## src/rtl/_regbank32_pkg.sv

```systemverilog
// Shared types and sizing for the 32-entry register bank and its read muxes.
package _regbank32_pkg;

    localparam int unsigned WORD_LENGTH = 32;
    localparam int unsigned REG_COUNT   = 32;
    localparam int unsigned REG_SEL_W   = 5;

    typedef enum logic [0:0] {
        RB_IDLE,
        RB_CLEAR
    } regbank_state_t;

endpackage

```

## src/rtl/_regbank32_dec32.sv

```systemverilog
// 5-to-32 one-hot decoder with enable; yields per-entry strobes for the bank.
module _dec32
    import _regbank32_pkg::*;
(
    input  logic                 en,
    input  logic [REG_SEL_W-1:0] sel,
    output logic [REG_COUNT-1:0] strobe_c
);

    always_comb begin
        strobe_c = '0;
        if (en) begin
            strobe_c[sel] = 1'b1;
        end
    end

endmodule

```

## src/rtl/_regbank32.sv

```systemverilog
// Thirty-two-entry register bank: handshaked single write port plus a
// one-entry-per-cycle bulk-clear sweep used for context reset.
module _regbank32
    import _regbank32_pkg::*;
#(
    parameter int unsigned n       = WORD_LENGTH,
    parameter bit          ZERO_R0 = 1'b1
) (
    input  logic                 clk,
    input  logic                 rst,
    input  logic                 wr_valid,
    output logic                 wr_ready,
    input  logic [REG_SEL_W-1:0] wr_sel,
    input  logic [n-1:0]         wr_data,
    input  logic                 clr_start,
    output logic                 busy,
    output logic                 clr_done,
    output logic [n-1:0]         out00,
    output logic [n-1:0]         out01,
    output logic [n-1:0]         out02,
    output logic [n-1:0]         out03,
    output logic [n-1:0]         out04,
    output logic [n-1:0]         out05,
    output logic [n-1:0]         out06,
    output logic [n-1:0]         out07,
    output logic [n-1:0]         out08,
    output logic [n-1:0]         out09,
    output logic [n-1:0]         out10,
    output logic [n-1:0]         out11,
    output logic [n-1:0]         out12,
    output logic [n-1:0]         out13,
    output logic [n-1:0]         out14,
    output logic [n-1:0]         out15,
    output logic [n-1:0]         out16,
    output logic [n-1:0]         out17,
    output logic [n-1:0]         out18,
    output logic [n-1:0]         out19,
    output logic [n-1:0]         out20,
    output logic [n-1:0]         out21,
    output logic [n-1:0]         out22,
    output logic [n-1:0]         out23,
    output logic [n-1:0]         out24,
    output logic [n-1:0]         out25,
    output logic [n-1:0]         out26,
    output logic [n-1:0]         out27,
    output logic [n-1:0]         out28,
    output logic [n-1:0]         out29,
    output logic [n-1:0]         out30,
    output logic [n-1:0]         out31
);

    localparam logic [REG_SEL_W-1:0] LAST_SEL = REG_SEL_W'(REG_COUNT - 1);

    regbank_state_t       state;
    regbank_state_t       state_next;
    logic [REG_SEL_W-1:0] cnt;
    logic [REG_SEL_W-1:0] cnt_next;
    logic                 done_next;
    logic                 wr_fire;
    logic                 wr_en;
    logic [REG_COUNT-1:0] wr_strobe;
    logic [REG_COUNT-1:0] clr_strobe;
    logic [n-1:0]         entry [REG_COUNT];

    assign wr_ready = (state == RB_IDLE);
    assign busy     = (state == RB_CLEAR);
    assign wr_fire  = wr_valid && wr_ready;
    // A write to entry 0 still completes the handshake when it is hardwired to zero.
    assign wr_en    = wr_fire && !(ZERO_R0 && (wr_sel == '0));

    _dec32 u_wr_dec (
        .en       (wr_en),
        .sel      (wr_sel),
        .strobe_c (wr_strobe)
    );

    _dec32 u_clr_dec (
        .en       (busy),
        .sel      (cnt),
        .strobe_c (clr_strobe)
    );

    // State, sweep counter and completion pulse.
    always_ff @(posedge clk or posedge rst) begin
        if (rst) begin
            state    <= RB_IDLE;
            cnt      <= '0;
            clr_done <= 1'b0;
        end else begin
            state    <= state_next;
            cnt      <= cnt_next;
            clr_done <= done_next;
        end
    end

    always_comb begin
        state_next = state;
        cnt_next   = cnt;
        done_next  = 1'b0;
        case (state)
            RB_IDLE: begin
                if (clr_start) begin
                    state_next = RB_CLEAR;
                    cnt_next   = '0;
                end
            end
            RB_CLEAR: begin
                cnt_next = cnt + REG_SEL_W'(1);
                if (cnt == LAST_SEL) begin
                    state_next = RB_IDLE;
                    done_next  = 1'b1;
                end
            end
            default: begin
                state_next = RB_IDLE;
            end
        endcase
    end

    // Storage: clear strobe wins over write strobe.
    always_ff @(posedge clk or posedge rst) begin
        if (rst) begin
            for (int i = 0; i < int'(REG_COUNT); i++) begin
                entry[i] <= '0;
            end
        end else begin
            for (int i = 0; i < int'(REG_COUNT); i++) begin
                if (clr_strobe[i]) begin
                    entry[i] <= '0;
                end else if (wr_strobe[i]) begin
                    entry[i] <= wr_data;
                end
            end
        end
    end

    assign out00 = entry[0];
    assign out01 = entry[1];
    assign out02 = entry[2];
    assign out03 = entry[3];
    assign out04 = entry[4];
    assign out05 = entry[5];
    assign out06 = entry[6];
    assign out07 = entry[7];
    assign out08 = entry[8];
    assign out09 = entry[9];
    assign out10 = entry[10];
    assign out11 = entry[11];
    assign out12 = entry[12];
    assign out13 = entry[13];
    assign out14 = entry[14];
    assign out15 = entry[15];
    assign out16 = entry[16];
    assign out17 = entry[17];
    assign out18 = entry[18];
    assign out19 = entry[19];
    assign out20 = entry[20];
    assign out21 = entry[21];
    assign out22 = entry[22];
    assign out23 = entry[23];
    assign out24 = entry[24];
    assign out25 = entry[25];
    assign out26 = entry[26];
    assign out27 = entry[27];
    assign out28 = entry[28];
    assign out29 = entry[29];
    assign out30 = entry[30];
    assign out31 = entry[31];

endmodule

```

## config.mk

```make
export PLATFORM = sky130hd
export DESIGN_NAME = _regbank32
export DESIGN_NICKNAME = d
export VERILOG_FILES = /design/src/rtl/_regbank32_pkg.sv /design/src/rtl/_regbank32_dec32.sv /design/src/rtl/_regbank32.sv
export SDC_FILE = /design/constraint.sdc
export NUM_CORES = 2
export LEC_CHECK = 0
export BUFFER_PORTS_ARGS = -buffer_cell sky130_fd_sc_hd__buf_2
export CELL_PAD_IN_SITES_DETAIL_PLACEMENT = 1
export CELL_PAD_IN_SITES_GLOBAL_PLACEMENT = 1
export CORE_AREA = 2 2 411 413
export CTS_BUF_LIST = sky130_fd_sc_hd__clkbuf_4 sky130_fd_sc_hd__clkbuf_8
export DETAILED_ROUTE_END_ITERATION = 10
export DIE_AREA = 0 0 413 415
export GPL_ROUTABILITY_DRIVEN = 0
export PLACE_DENSITY = 0.48
export SLEW_MARGIN = 25
export SYNTH_ARGS = -nofsm -noshare
export SYNTH_HDL_FRONTEND = slang
export SYNTH_SLANG_ARGS = --single-unit
```

## constraint.sdc

```tcl
create_clock -name clk -period 37.9 [get_ports clk]
set_input_delay 1.895 -clock clk [delete_from_list [all_inputs] [get_ports clk]]
set_output_delay 1.895 -clock clk [all_outputs]
set_load 0.05 [all_outputs]
```

==> Word-level counts from Yosys, hierarchy flattened <==
Cells that the tools add are included.
{ "op_classes": {"n_reduce_logical": 38, "addsub": 1, "bitwise": 1, "muxes": 77, "n_lt_le_gt_ge": 4, "eq_ne": 2} }
{ "op_table": {"columns": ["operator", "count"], "rows": [
  ["two-way mux 32 bit", 66],
  ["nonzero test 2 bit", 32],
  ["< comparator 5 x 6 -> 1 bit (second input constant)", 2],
  ["demux 1 bit (select 5 bit)", 2],
  [">= comparator 5 x 1 -> 1 bit (second input constant)", 2],
  ["one-hot mux 5 bit (2 select lines)", 1],
  ["two-way mux 1 bit", 6],
  ["adder 5 x 1 -> 5 bit (second input constant)", 1],
  ["equality test 5 bit (second input constant)", 1],
  ["zero test 5 bit", 1],
  ["two-way mux 5 bit", 1],
  ["logical AND 1 bit", 4],
  ["inequality test 2 x 1 -> 1 bit (second input constant)", 1],
  ["one-hot mux 1 bit (2 select lines)", 1],
  ["zero test 1 bit", 1],
  ["inverter 1 bit", 1]
]} }
{ "word_totals": {"word_cells": 158, "input_bits": 41, "out_inout_bits": 1027, "ff_bits": 1031} }

==> Depth between registers and ports, before layout <==
{ "depth": {"word_depth": 7, "depth_mapped": 7, "depth_no_buf": 5} }

==> Hierarchy <==
Synthesis repeated with hierarchy kept, for this count alone.
{ "unflattened": {"cells_unflattened": 3517, "hier_area_um2": 42423.2} }
{ "by_module_without_submodules": {"columns": ["mod", "n_inst", "seq_area_each_um2", "area_per_inst_um2", "cells_each"], "rows": [
  ["_regbank32", 1, 25799.7, 41962.7, 3423],
  ["_dec32", 2, 0.0, 230.2, 47]
]} }

==> Worst setup path after synthesis <==
OpenSTA, ideal clock, no wires.
{ "synth_path": {"path_type": "reg2out", "startpoint": "register state, in the netlist busy", "endpoint": "output wr_ready", "setup_slack_ns": 34.547, "path_buffers": 1, "arrival_ns": 1.458, "path_stages_with_launch": 3, "required_time_ns": 36.005, "cell_sequence": "dfrtp_1 -> buf_2 -> clkinv_1"} }
{ "synth_between": {"elab_chain_cells": 1} }
{ "synth_rtl": {"columns": ["item", "line_no", "rtl"], "rows": [
  ["start: declaration", "_regbank32.sv:54", "regbank_state_t state;"],
  ["start signal: assignment", "_regbank32.sv:90", "state <= state_next;"],
  ["inverter 1 bit", null, null],
  ["end: declaration", "_regbank32.sv:12", "output logic wr_ready,"]
]} }
Every way passes these cells.

==> flow_summary.json <==
{
  "drt_wl_total_um": 191000,
  "cp_max_fo": 167,
  "synth_warnings": 0,
  "leakage_nw": 26.7,
  "routedWlPerCell_um": 32.0,
  "route.detailed.drc": 0,
  "clock-sinks": 1031,
  "crit_path_start_kind": "primary input",
  "drtAntennaViolNets": 0,
  "num-nets-final": 3656,
  "synth_edf_count": 0,
  "hp-class": "flip-flop to flip-flop",
  "worstPathRequired_ns": 38.76,
  "die-area_um2": 171000,
  "hpwl_um": 122000,
  "setup_ws_ns": 32.95,
  "drv_cap": 0,
  "areaGrowthSynthToFinish_pct": 32.8,
  "tns_ns": 0,
  "outcome": "complete, no violations",
  "vdd_drop_max_v": 0.0000327,
  "place_area_um2": 45200,
  "antenna_found_initial": 21,
  "rows": 150,
  "clkPwrFrac": 0.363,
  "post_cts_resized": 0,
  "cts_hold_buf": 0,
  "cts_setup_buffers": 0,
  "ys_seq_area_frac": 0.693,
  "clk_pin_slew_ns": 0.06,
  "synthFlopType": "dfrtp_1",
  "stdcell_area_um2": 49400,
  "cp.arrival_ns": 5.81,
  "power.internal_mw": 2.01,
  "pwr-share-comb": 0.243,
  "share_seq_of_total_power": 0.394,
  "async_reset_ff_frac": 1.00,
  "netlist_instances": 2559,
  "tightest_slew_ns": 1.13,
  "grt_max_degree": 168,
  "cts-root-buf": "clkbuf_8",
  "fmax_mhz": 202,
  "p_sw_mw": 1.19,
  "cts_buffers": 186,
  "h-tree-depth": 4,
  "drive_above_1_share": 0.420,
  "finClkSkew_ns": 0.0539,
  "setup_viol": 0,
  "clock_path_buffers": 3,
  "fp.dieH_um": 415,
  "portBuffers": 1067,
  "grt_pass1_vias": 30300,
  "dr.pass1.iters": 7,
  "end_kind": "asynchronous set/reset pin",
  "die_w_um": 413,
  "max-slew-margin-rel": 0.250,
  "syn_nets": 2605,
  "ios": 1068,
  "synth_area_um2": 37200,
  "drt-initial-drc-count": 2531,
  "dp_slack_ns": 31.89,
  "coreArea_um2": 167000,
  "ys_seq_elements": 1031,
  "p_per_area_nw_per_um2": 64.7,
  "p_sw_frac": 0.371,
  "rsz0062_at_grt": "no",
  "hold_viol": 0,
  "cts_tree": "done",
  "vias": 29600,
  "worstSetupPathType": "primary input to asynchronous set/reset pin",
  "gr-usage-all-layers": 0.216,
  "syn_avg_cell_area_um2": 14.5,
  "grt_overflow": 0,
  "fin_hold_ws_ns": 0.479,
  "drv_slew": 0,
  "clk_latency_ns": 0.92,
  "fin_crit_sh": 0.131,
  "min_period_ns": 4.95,
  "grt_first_pass_wirelength_um": 261000,
  "fillers": 18300,
  "start_util": 0.223,
  "yosysUniqueCellTypes": 43,
  "via_per_inst": 4.97
}
placed cells by master (no fill, tap or decap), types with 4 or more instances in the layout:
cell / instances
a21oi_1: 30
a22o_1: 962
a22oi_2: 31
and2_1: 40
and3_1: 4
and3b_1: 8
buf_12: 5
buf_16: 8
buf_2: 1066
buf_4: 92
bufinv_16: 4
clkbuf_4: 56
clkbuf_8: 245
clkinv_2: 12
clkinvlp_4: 4
dfrtp_1: 1031
diode_2: 14
ha_1: 5
nand2_1: 4
nand3_1: 33
nor2_2: 4
nor2_4: 27
nor3b_1: 4
o21ai_0: 32
stage by stage:
stage,cells,util,total power [mW]
floorplan,2559,-,1.79
global placement,5615,0.270,2.06
detailed placement,5624,0.272,2.06
CTS,5951,0.296,3.24
global route,5961,0.297,3.32
finish,5967,0.297,3.20
routing by layer:
layer  share of wire  track usage  vias up
met3           0.078       0.0612      298
met2            0.48        0.352     1318
li1                -            -    11800
met5               0            0        -
met4           0.041       0.0958        0
met1            0.40        0.264    16200
cell type report:
class | count | area [µm²] | area share
multi-input cells | 1214 | 10400 | 0.210
clock buffers | 301 | 3790 | 0.0767
clock inverters | 26 | 293 | 0.00592
diodes | 14 | 35.0 | 0.000709
well taps | 2204 | 2760 | 0.0558
flip-flops and latches | 1031 | 25800 | 0.522
repair buffers | 1172 | 6360 | 0.129
inverters | 5 | 26.3 | 0.000531
cells in the mapped netlist (all sizes together), types with 2 or more instances:
cell type | number | area [µm²]
nand2 | 5 | 18.8
o21ai | 32 | 160
and3b | 8 | 70.1
or3b | 3 | 26.3
a21oi | 30 | 150
ha | 5 | 62.6
nand4bb | 2 | 22.5
nor3 | 2 | 10.0
clkbuf | 173 | 651
nor2 | 32 | 175
a22o | 962 | 8430
nor3b | 7 | 67.6
a22oi | 31 | 253
dfrtp | 1031 | 25800
and2 | 41 | 257
and3 | 4 | 25.0
nand3b | 3 | 22.5
buf | 136 | 707
nand3 | 33 | 165
inv | 4 | 15.0
final timing paths:
kind	start	end	slack (ns)	depth (start not counted)
min	out00[25]$_DFFE_PP0P_	out00[25]$_DFFE_PP0P_	0.48	1
max in group clk	busy$_DFF_PP0_	wr_ready	33.45	2
max reg2reg	busy$_DFF_PP0_	out10[9]$_DFFE_PP0P_	34.89	3
min reg2reg	out00[25]$_DFFE_PP0P_	out00[25]$_DFFE_PP0P_	0.48	1
min in group asynchronous	rst	out12[13]$_DFFE_PP0P_	1.16	2
max	rst	out09[22]$_DFFE_PP0P_	32.95	6
power by group through the flow:
stage	Sequential [mW]	Clock, mW	Combinational, mW
after floorplan	1.60	0	0.190
after global placement	1.27	0	0.783
after detailed placement	1.27	0	0.787
after CTS	1.26	1.20	0.788
after global routing	1.27	1.25	0.807
final	1.26	1.16	0.779
worst max-delay path, stage by stage:
cell and delay [ns]:
buf_2 0.13, inv_8 0.53, buf_4 0.76, buf_4 0.72
buf_6 0.69, buf_12 0.67
cell families after synthesis:
| group | Yosys count | share of synthesized area |
|---|---|---|
| compound gates | 1058 | 0.242 |
| flops | 1031 | 0.693 |
| buf+inv | 314 | 0.0370 |
| simple gates | 148 | 0.0254 |
| fa+ha+maj | 5 | 0.00168 |
| xor+xnor | 2 | 0.000471 |
| mux | 1 | 0.000269 |
No activity file was read; power rests on OpenSTA's default activity.
